$ cat src/rtl/ffe_loader_pkg.sv
// Shared types and constants for the FFE weight loader.
// Holds the loader state encoding, the sat_count width and a saturating
// add helper used by the optional saturation counter
// (FFE_WEIGHT_LOADER_SAT_CNT_EN).
package ffe_loader_pkg;

    typedef enum logic [1:0] {
        IDLE  = 2'd0,
        WRITE = 2'd1,
        DONE  = 2'd2
    } loader_state_t;

    localparam int SAT_CNT_W = 8;

    // Adds inc to base and pins the result at the all-ones maximum.
    function automatic logic [SAT_CNT_W-1:0] sat_cnt_add(
        input logic [SAT_CNT_W-1:0] base,
        input int unsigned          inc
    );
        int unsigned sum;
        sum = 32'(base) + inc;
        if (sum > 32'((1 << SAT_CNT_W) - 1)) begin
            return '1;
        end
        return SAT_CNT_W'(sum);
    endfunction

endpackage

$ cat src/rtl/ffe_tap_saturate.sv
// Clamps one signed tap estimate into a narrower signed weight.
// Values above the largest out_width value, or below the smallest, are
// pinned to that bound and flagged; in-range values pass through unchanged.
module ffe_tap_saturate #(
    parameter int in_width  = 10,
    parameter int out_width = 8
) (
    input  logic signed [in_width-1:0]  din,
    output logic signed [out_width-1:0] dout,
    output logic                        clamped
);

    localparam logic signed [in_width-1:0] MAX_V =
        in_width'((64'sd1 <<< (out_width - 1)) - 64'sd1);
    // Two's complement: ~MAX equals -MAX-1, the most negative weight.
    localparam logic signed [in_width-1:0] MIN_V = ~MAX_V;

    // Compare in the wide domain, then truncate the (now in-range) value.
    always_comb begin
        dout    = din[out_width-1:0];
        clamped = 1'b0;
        if (din > MAX_V) begin
            dout    = MAX_V[out_width-1:0];
            clamped = 1'b1;
        end else if (din < MIN_V) begin
            dout    = MIN_V[out_width-1:0];
            clamped = 1'b1;
        end
    end

endmodule

$ cat src/rtl/ffe_weight_loader.sv
// FFE weight loader: snapshots saturated tap estimates on update_req and
// streams them into the weight store, channel by channel in ascending
// order, honouring wr_ready back-pressure. Unmasked channels are skipped
// at no cycle cost.
// Optional feature: define FFE_WEIGHT_LOADER_SAT_CNT_EN to build the
// saturating count of clamped taps on sat_count; otherwise it reads 0.
module ffe_weight_loader
    import ffe_loader_pkg::*;
#(
    parameter int est_depth       = 10,
    parameter int ffe_bitwidth    = 10,
    parameter int weight_bitwidth = 8,
    parameter int num_chan        = 16
) (
    input  logic                              clk,
    input  logic                              rst_n,
    input  logic signed [ffe_bitwidth-1:0]    ffe_est [est_depth],
    input  logic                              update_req,
    input  logic [num_chan-1:0]               chan_mask,
    input  logic                              abort,
    input  logic                              clr_sat,
    input  logic                              wr_ready,
    output logic                              wr_en,
    output logic [$clog2(num_chan)-1:0]       wr_chan,
    output logic [$clog2(est_depth)-1:0]      wr_tap,
    output logic signed [weight_bitwidth-1:0] wr_data,
    output logic                              busy,
    output logic                              done,
    output logic                              sat_flag,
    output logic [SAT_CNT_W-1:0]              sat_count
);

    localparam int CHAN_W = $clog2(num_chan);
    localparam int TAP_W  = $clog2(est_depth);
    localparam int CNT_W  = $clog2(est_depth + 1);

    loader_state_t state, next_state;

    logic signed [weight_bitwidth-1:0] sat_est [est_depth];
    logic [est_depth-1:0]              clamped;
    logic signed [weight_bitwidth-1:0] snap    [est_depth];
    logic [num_chan-1:0]               mask_q;
    logic [CHAN_W-1:0]                 chan_q;
    logic [TAP_W-1:0]                  tap_q;

    logic              snap_en;
    logic              accept;
    logic              last_tap;
    logic              mask_any;
    logic              has_next;
    logic [CHAN_W-1:0] first_chan;
    logic [CHAN_W-1:0] next_chan;

    for (genvar g = 0; g < est_depth; g++) begin : g_sat
        ffe_tap_saturate #(
            .in_width  (ffe_bitwidth),
            .out_width (weight_bitwidth)
        ) u_sat (
            .din     (ffe_est[g]),
            .dout    (sat_est[g]),
            .clamped (clamped[g])
        );
    end

    assign snap_en  = (state == IDLE) && update_req;
    assign accept   = (state == WRITE) && wr_ready && !abort;
    assign last_tap = (tap_q == TAP_W'(est_depth - 1));

    // Lowest set bit of the live mask (starting channel) and the next masked
    // channel above the current one; descending scans let the lowest win.
    always_comb begin
        first_chan = '0;
        mask_any   = 1'b0;
        next_chan  = '0;
        has_next   = 1'b0;
        for (int i = num_chan - 1; i >= 0; i--) begin
            if (chan_mask[i]) begin
                first_chan = CHAN_W'(i);
                mask_any   = 1'b1;
            end
            if (mask_q[i] && (i > int'(chan_q))) begin
                next_chan = CHAN_W'(i);
                has_next  = 1'b1;
            end
        end
    end

    // State register.
    always_ff @(posedge clk or negedge rst_n) begin
        if (!rst_n) begin
            state <= IDLE;
        end else begin
            state <= next_state;
        end
    end

    // Next-state logic; abort wins over an accepted write.
    always_comb begin
        next_state = state;
        case (state)
            IDLE: begin
                if (update_req) begin
                    next_state = mask_any ? WRITE : DONE;
                end
            end
            WRITE: begin
                if (abort) begin
                    next_state = IDLE;
                end else if (accept && last_tap && !has_next) begin
                    next_state = DONE;
                end
            end
            DONE:    next_state = IDLE;
            default: next_state = IDLE;
        endcase
    end

    // Snapshot capture and write-address walk; address only moves on accept.
    always_ff @(posedge clk or negedge rst_n) begin
        if (!rst_n) begin
            for (int i = 0; i < est_depth; i++) begin
                snap[i] <= '0;
            end
            mask_q <= '0;
            chan_q <= '0;
            tap_q  <= '0;
        end else if (snap_en) begin
            for (int i = 0; i < est_depth; i++) begin
                snap[i] <= sat_est[i];
            end
            mask_q <= chan_mask;
            chan_q <= first_chan;
            tap_q  <= '0;
        end else if (accept) begin
            if (last_tap) begin
                if (has_next) begin
                    chan_q <= next_chan;
                    tap_q  <= '0;
                end
            end else begin
                tap_q <= tap_q + 1'b1;
            end
        end
    end

    // Sticky saturation flag; a new clamp beats a simultaneous clear.
    always_ff @(posedge clk or negedge rst_n) begin
        if (!rst_n) begin
            sat_flag <= 1'b0;
        end else if (snap_en && (|clamped)) begin
            sat_flag <= 1'b1;
        end else if (clr_sat) begin
            sat_flag <= 1'b0;
        end
    end

`ifdef FFE_WEIGHT_LOADER_SAT_CNT_EN
    logic [CNT_W-1:0]     clamp_num;
    logic [SAT_CNT_W-1:0] sat_cnt_q;

    // Number of taps clamped in the current estimate set.
    always_comb begin
        clamp_num = '0;
        for (int i = 0; i < est_depth; i++) begin
            clamp_num = clamp_num + CNT_W'(clamped[i]);
        end
    end

    // Running clamp count; a clear in the snapshot cycle drops the old total
    // before the new clamps are added.
    always_ff @(posedge clk or negedge rst_n) begin
        if (!rst_n) begin
            sat_cnt_q <= '0;
        end else if (snap_en) begin
            sat_cnt_q <= sat_cnt_add(clr_sat ? '0 : sat_cnt_q, 32'(clamp_num));
        end else if (clr_sat) begin
            sat_cnt_q <= '0;
        end
    end

    assign sat_count = sat_cnt_q;
`else
    assign sat_count = '0;
`endif

    assign wr_en   = (state == WRITE);
    assign wr_chan = chan_q;
    assign wr_tap  = tap_q;
    assign wr_data = snap[tap_q];
    assign busy    = (state != IDLE);
    assign done    = (state == DONE);

endmodule

$ cat config.mk
export PLATFORM = sky130hd
export DESIGN_NAME = ffe_weight_loader
export DESIGN_NICKNAME = d
export VERILOG_FILES = /design/src/rtl/ffe_loader_pkg.sv /design/src/rtl/ffe_tap_saturate.sv /design/src/rtl/ffe_weight_loader.sv
export SDC_FILE = /design/constraint.sdc
export NUM_CORES = 1
export LEC_CHECK = 0
export ABC_AREA = 0
export ABC_CLOCK_PERIOD_IN_PS = 3000
export CAP_MARGIN = 20
export CORE_MARGIN = 2
export CORE_UTILIZATION = 53
export CTS_CLUSTER_DIAMETER = 120
export DETAILED_ROUTE_END_ITERATION = 7
export PLACE_DENSITY = 0.82
export REMOVE_ABC_BUFFERS = 1
export SYNTH_ARGS = -nofsm -noshare
export SYNTH_HDL_FRONTEND = slang
export SYNTH_HIERARCHICAL = 1
export SYNTH_SLANG_ARGS = --single-unit
$ cat constraint.sdc
create_clock -name clk -period 3 [get_ports clk]
set_clock_uncertainty 0.1 [all_clocks]
set_input_delay 0.6 -clock clk [delete_from_list [all_inputs] [get_ports clk]]
set_output_delay 0.6 -clock clk [all_outputs]
set_load 0.02 [all_outputs]
; ---- Word-level counts from Yosys, hierarchy flattened
; Cells that the tools add are included.
; W data, S select, Z words.
[totals]
register_bits = 107
input_bits = 122
output_inout_bits = 28
wordCells = 212
[classes]
addsub = 1
order_cmp = 36
n_eq_ne = 6
muxes = 120
n_bitwise = 1
n_reduce_logical = 33
[ops]
columns = cell, n
row1 = $mux W8, 22
row2 = $mux W4, 39
row3 = $gt A10 B8 Y1 const B, 10
row4 = $lt A10 B8 Y1 const B, 10
row5 = $mux W1, 53
row6 = $bmux W8 S4, 1
row7 = $gt A4 B4 Y1 const A, 8
row8 = $logic_and A1 B1 Y1, 21
row9 = $gt A3 B4 Y1 const A, 4
row10 = $reduce_bool A2 Y1, 5
row11 = $reduce_or A10 Y1, 1
row12 = $gt A2 B4 Y1 const A, 2
row13 = $mux W2, 4
row14 = $ne A3 B2 Y1 const B, 2
row15 = $ge A5 B5 Y1 const B, 1
row16 = $not A4 Y5, 1
row17 = $add A4 B1 Y4 const B, 1
row18 = $eq A4 B4 Y1 const B, 1
row19 = $gt A1 B4 Y1 const A, 1
row20 = $pmux W2 S2, 1
row21 = $reduce_and A2 Y1, 2
row22 = $reduce_and A3 Y1, 1
row23 = $eq A2 B1 Y1 const B, 1
row24 = $eq A2 B2 Y1 const B, 1
row25 = other kinds (3), 4

; ---- Longest topological paths before layout
[depth]
depth_word = 22
ltp_mapped = 8
mapped_depth_nobuf = 6

; ---- Cells and area by module
; Netlist, hierarchy kept.
[by_module_without_submodules]
columns = mod, n_inst, cells_each, area_each_um2, seq_area_each_um2
row1 = ffe_weight_loader, 1, 617, 5462.7, 2652.5
row2 = ffe_tap_saturate, 10, 28, 183.9, 0.0

; ---- Worst setup path after synthesis
; Ideal clock, no wire load.
[synth_timing]
path_kind = reg2out
start = reg tap_q[0] (netlist: wr_tap[0])
end = out wr_data[0]
arrival_ns = 1.922
t_required_ns = 2.300
path_slack_ns = 0.378
stages_incl_launch_ff = 6
n_path_buf = 2
cell_sequence = dfrtp_1 -> buf_2 -> buf_2 -> mux4_2 -> mux2i_1 -> o22ai_1
[synth_via]
elab_chain_len = 4
[synth_rtl]
columns = element, line_no
row1 = from (decl), ffe_weight_loader.sv:44  ; logic [TAP_W-1:0] tap_q;
row2 = from (signal assigned), ffe_weight_loader.sv:141  ; tap_q <= tap_q + 1'b1;
row3 = $not A4 Y5 (not written as such), ffe_weight_loader.sv:189  ; assign wr_data = snap[tap_q];
row4 = $bmux W8 S4, ffe_weight_loader.sv:189
row5 = $mux W8 (not written as such) (2 in series), ffe_weight_loader.sv:189
row6 = to (decl), ffe_weight_loader.sv:26  ; output logic signed [weight_bitwidth-1:0] wr_data,
; Every way passes these cells. The select of a mux whose other input is x is not followed.

; ---- Worst setup path in the final report
[layout_timing]
start = reg tap_q[0] (netlist: wr_tap[0])
end = out wr_data[6]
; The elaborated chain is that of the path after synthesis.

==> parameters.txt <==
Parameter                              Value

Synth
  Library cell with the highest instance count after synthesis    nand2_1
  Mean cell area of the mapped netlist    8.140 um^2
  Flops & latches, synth    ~110
  Post-Syn Instances    897
  Synth top area cells    dfrtp_1, nand2_1, o22ai_1
  Post-synth top area share    0.3633
  Count of unique library cells instantiated by Yosys    64
  Post-synth top flop    dfrtp_1
  Synthesized cell area    ~7300 um^2
  Synthesis Warnings    6
  Share of synthesized flip-flops with an asynchronous set or reset    1.000
  Number of flops mapped to enable cells by yosys    0
  Fraction of the yosys area taken by sequential cells    0.3633
  Dominant cell type by area after synthesis    dfrtp_1
  Most used standard cells in the synthesized netlist    nand2_1, dfrtp_1, nor2_1

Cells and area
  Synth-to-layout area growth    23.95%
  Utilization after layout    0.6781
  Number of antenna diodes    0
  Proportion of layout cells with a drive suffix above 1    0.1004
  Total Nets Final    about 1100

Detailed routing
  Routed via count divided by cell count    between 5 and 6
  First-pass DRT Iterations    7
  Via count of the routed design    roughly 6800
  Average wire per standard cell    16.50 um
  Final Routed Wirelength    between 15000 and 20000 um
  Number of DRC violations after detailed routing    0
  Number of nets with antenna violations after detailed routing    0
  Initial detailed-routing violation count    around 700

Floorplan
  Number of cell rows    42
  Area of the core    between 10000 and 15000 um^2
  Initial core utilization    0.5471
  Vertical extent of the die    between 100 and 150 um
  Ports    150
  Area of the die    ~15000 um^2
  Horiz. Die Dim    between 100 and 150 um

Place
  Half-perimeter wire length of the detailed placement result    between 10000 and 15000 um
  Buffers added on ports    around 140
  Placer congestion estimate    0.9246
  Minimum setup slack after placement    between 0.2 and 0.3 ns

STA
  TNS Setup    0 ns
  Worst Hold Slack    about 0.11 ns
  Final critical-path share of the clock period    0.9542
  Number of max-slew violations in the final report    0
  Worst-Margin Slew    0.5089 ns
  Achievable clock frequency    roughly 0.35 GHz
  Final-report setup violation count    0
  Final setup slack of the worst path    between 0.1 and 0.15 ns
  Min Clock Period, post-route    around 2.9 ns
  Final hold violation count    0
  Relative max-transition margin    0.6608
  RSZ-0062 raised after global routing    no

GRT
  Antenna violations before repair    0
  Leftover overflow at the end of global routing    0
  Via count of the first global-routing pass    6303
  GRT Overall Usage    0.2755
  Pin count of the biggest net entering global routing    94
  Wire length of the first global-routing pass    between 30000 and 40000 um

Clock network
  TritonCTS clock tree    done
  Maximum clock path buffer count    2
  Number of hold buffers added after CTS    0
  Sink Count    around 110
  H-tree lvl count    3
  Buffer cell driving the clock tree root    clkbuf_16
  Latest clock arrival within the worst-skew pair    between 0.3 and 0.4 ns
  Clock-pin slew on the worst setup and hold paths    about 0.070 ns
  CTS Buf Count    9

Worst setup path
  Category of the critical setup timing path    flip-flop to output port
  Series of cell instances along the critical path    buf_12 -> mux4_2 -> mux2i_1 -> o22ai_1 -> dlygate4sd2_1
  Crit path required time    ~2.3 ns
  Crit. path cell count    5
  Library cell contributing the largest single delay on the critical path    mux4_2
  Critical path capture point type    output port
  Buf/Inv on CP    2
  Largest stage delay, worst path    roughly 0.53 ns
  Worst-case reg-to-reg path depth    6
  Critical path launch point type    flip-flop
  Worst EP arrival    approximately 2.2 ns
  Maximum fanout encountered on the critical timing path    31
  Crit path max-delay family    multiplexers

Run
  Number of maximum-capacitance violations    0

Pwr
  Worst IR Drop VDD    0.0003672 V
  Total power    approximately 5 mW
  Power per unit of standard cell area    approximately 550 nW/um^2
  Reported leakage power    4.079 nW

Run status
  Result of the run    finished clean

Hold path
  Path type of the worst min-delay path    input port to asynchronous set/reset pin
## registers in the layout (all words and copies together) (netlist names)
| name | flops |
|---|---|
| sat_flag | 1 |
| mask_q | 15 |
| wr_chan | 4 |
| state | 2 |
| wr_tap | 4 |
| snap | 80 |
## cell type report
| type | count | area (um^2) |
|---|---|---|
| repair buffers | 169 | 1659 |
| inverters | 22 | 82.58 |
| well taps | 176 | 220.2 |
| fillers | 1119 | 4297 |
| flip-flops and latches | 106 | 2653 |
| clock inverters | 4 | 51.30 |
| clock buffers | 12 | 246.5 |
| multi-input cells | 703 | 4139 |
## cells by family after synthesis
family                   count (synthesis)  synth area share
AO/OA/AOI/OAI                          211            0.2238
adder cells (fa/ha/maj)                  3          0.004797
buffers and inverters                   95           0.07522
flip-flops                             106            0.3633
multiplexers                            38           0.08088
other                                    1         0.0005136
AND/OR/NAND/NOR                        443            0.2515
## per-layer routing
layer,vias to the layer above,GRT usage,share of wire
met4,0,0.08836,0.029
met2,248,0.4652,0.49
li1,3319,-,-
met1,3237,0.3661,0.43
met5,-,0,0
met3,33,0.04041,0.052
## through the flow
stage / instance area (um^2) / cells
6_report: 9051 / 1192
5_1_grt: 9051 / 1192
4_1_cts: 9051 / 1192
3_5_place_dp: 8763 / 1176
3_3_place_gp: 8763 / 1176
2_1_floorplan: 6862 / 831
## final timing paths
kind	endpoint	startpoint	slack [ns]
max	wr_data[6]	wr_tap[0]	0.14
min	wr_chan[0]	rst_n	0.11
max reg2reg	wr_chan[0]	wr_chan[1]	0.62
min reg2reg	snap[10]	snap[10]	0.38
max in group asynchronous	snap[59]	rst_n	1.95
min in group clk	snap[10]	snap[10]	0.38
## cells in the final DEF, fill, tap and decap left out, types with 16 or more instances in the layout
cell / synthesis / routed
a21boi_0: 50 / 50
buf_4: 9 / 25
clkdlybuf4s50_1: 0 / 132
dfrtp_1: 106 / 106
inv_1: 22 / 22
mux2i_1: 20 / 20
mux4_2: 16 / 16
nand2_1: 285 / 284
nor2_1: 96 / 96
nor3_1: 16 / 16
o22ai_1: 79 / 79
## repair_timing
action                     in CTS  in global routing
setup endpoints to repair       8                  0
buffers inserted                0                  0
gates resized for setup         8                  0
## power by group
part,internal (mW),switching [mW]
combinational,0.839,0.901
sequential,1.74,0.348
clock,0.671,0.515
total,3.25,1.76
(Power assumes the default switching activity.)
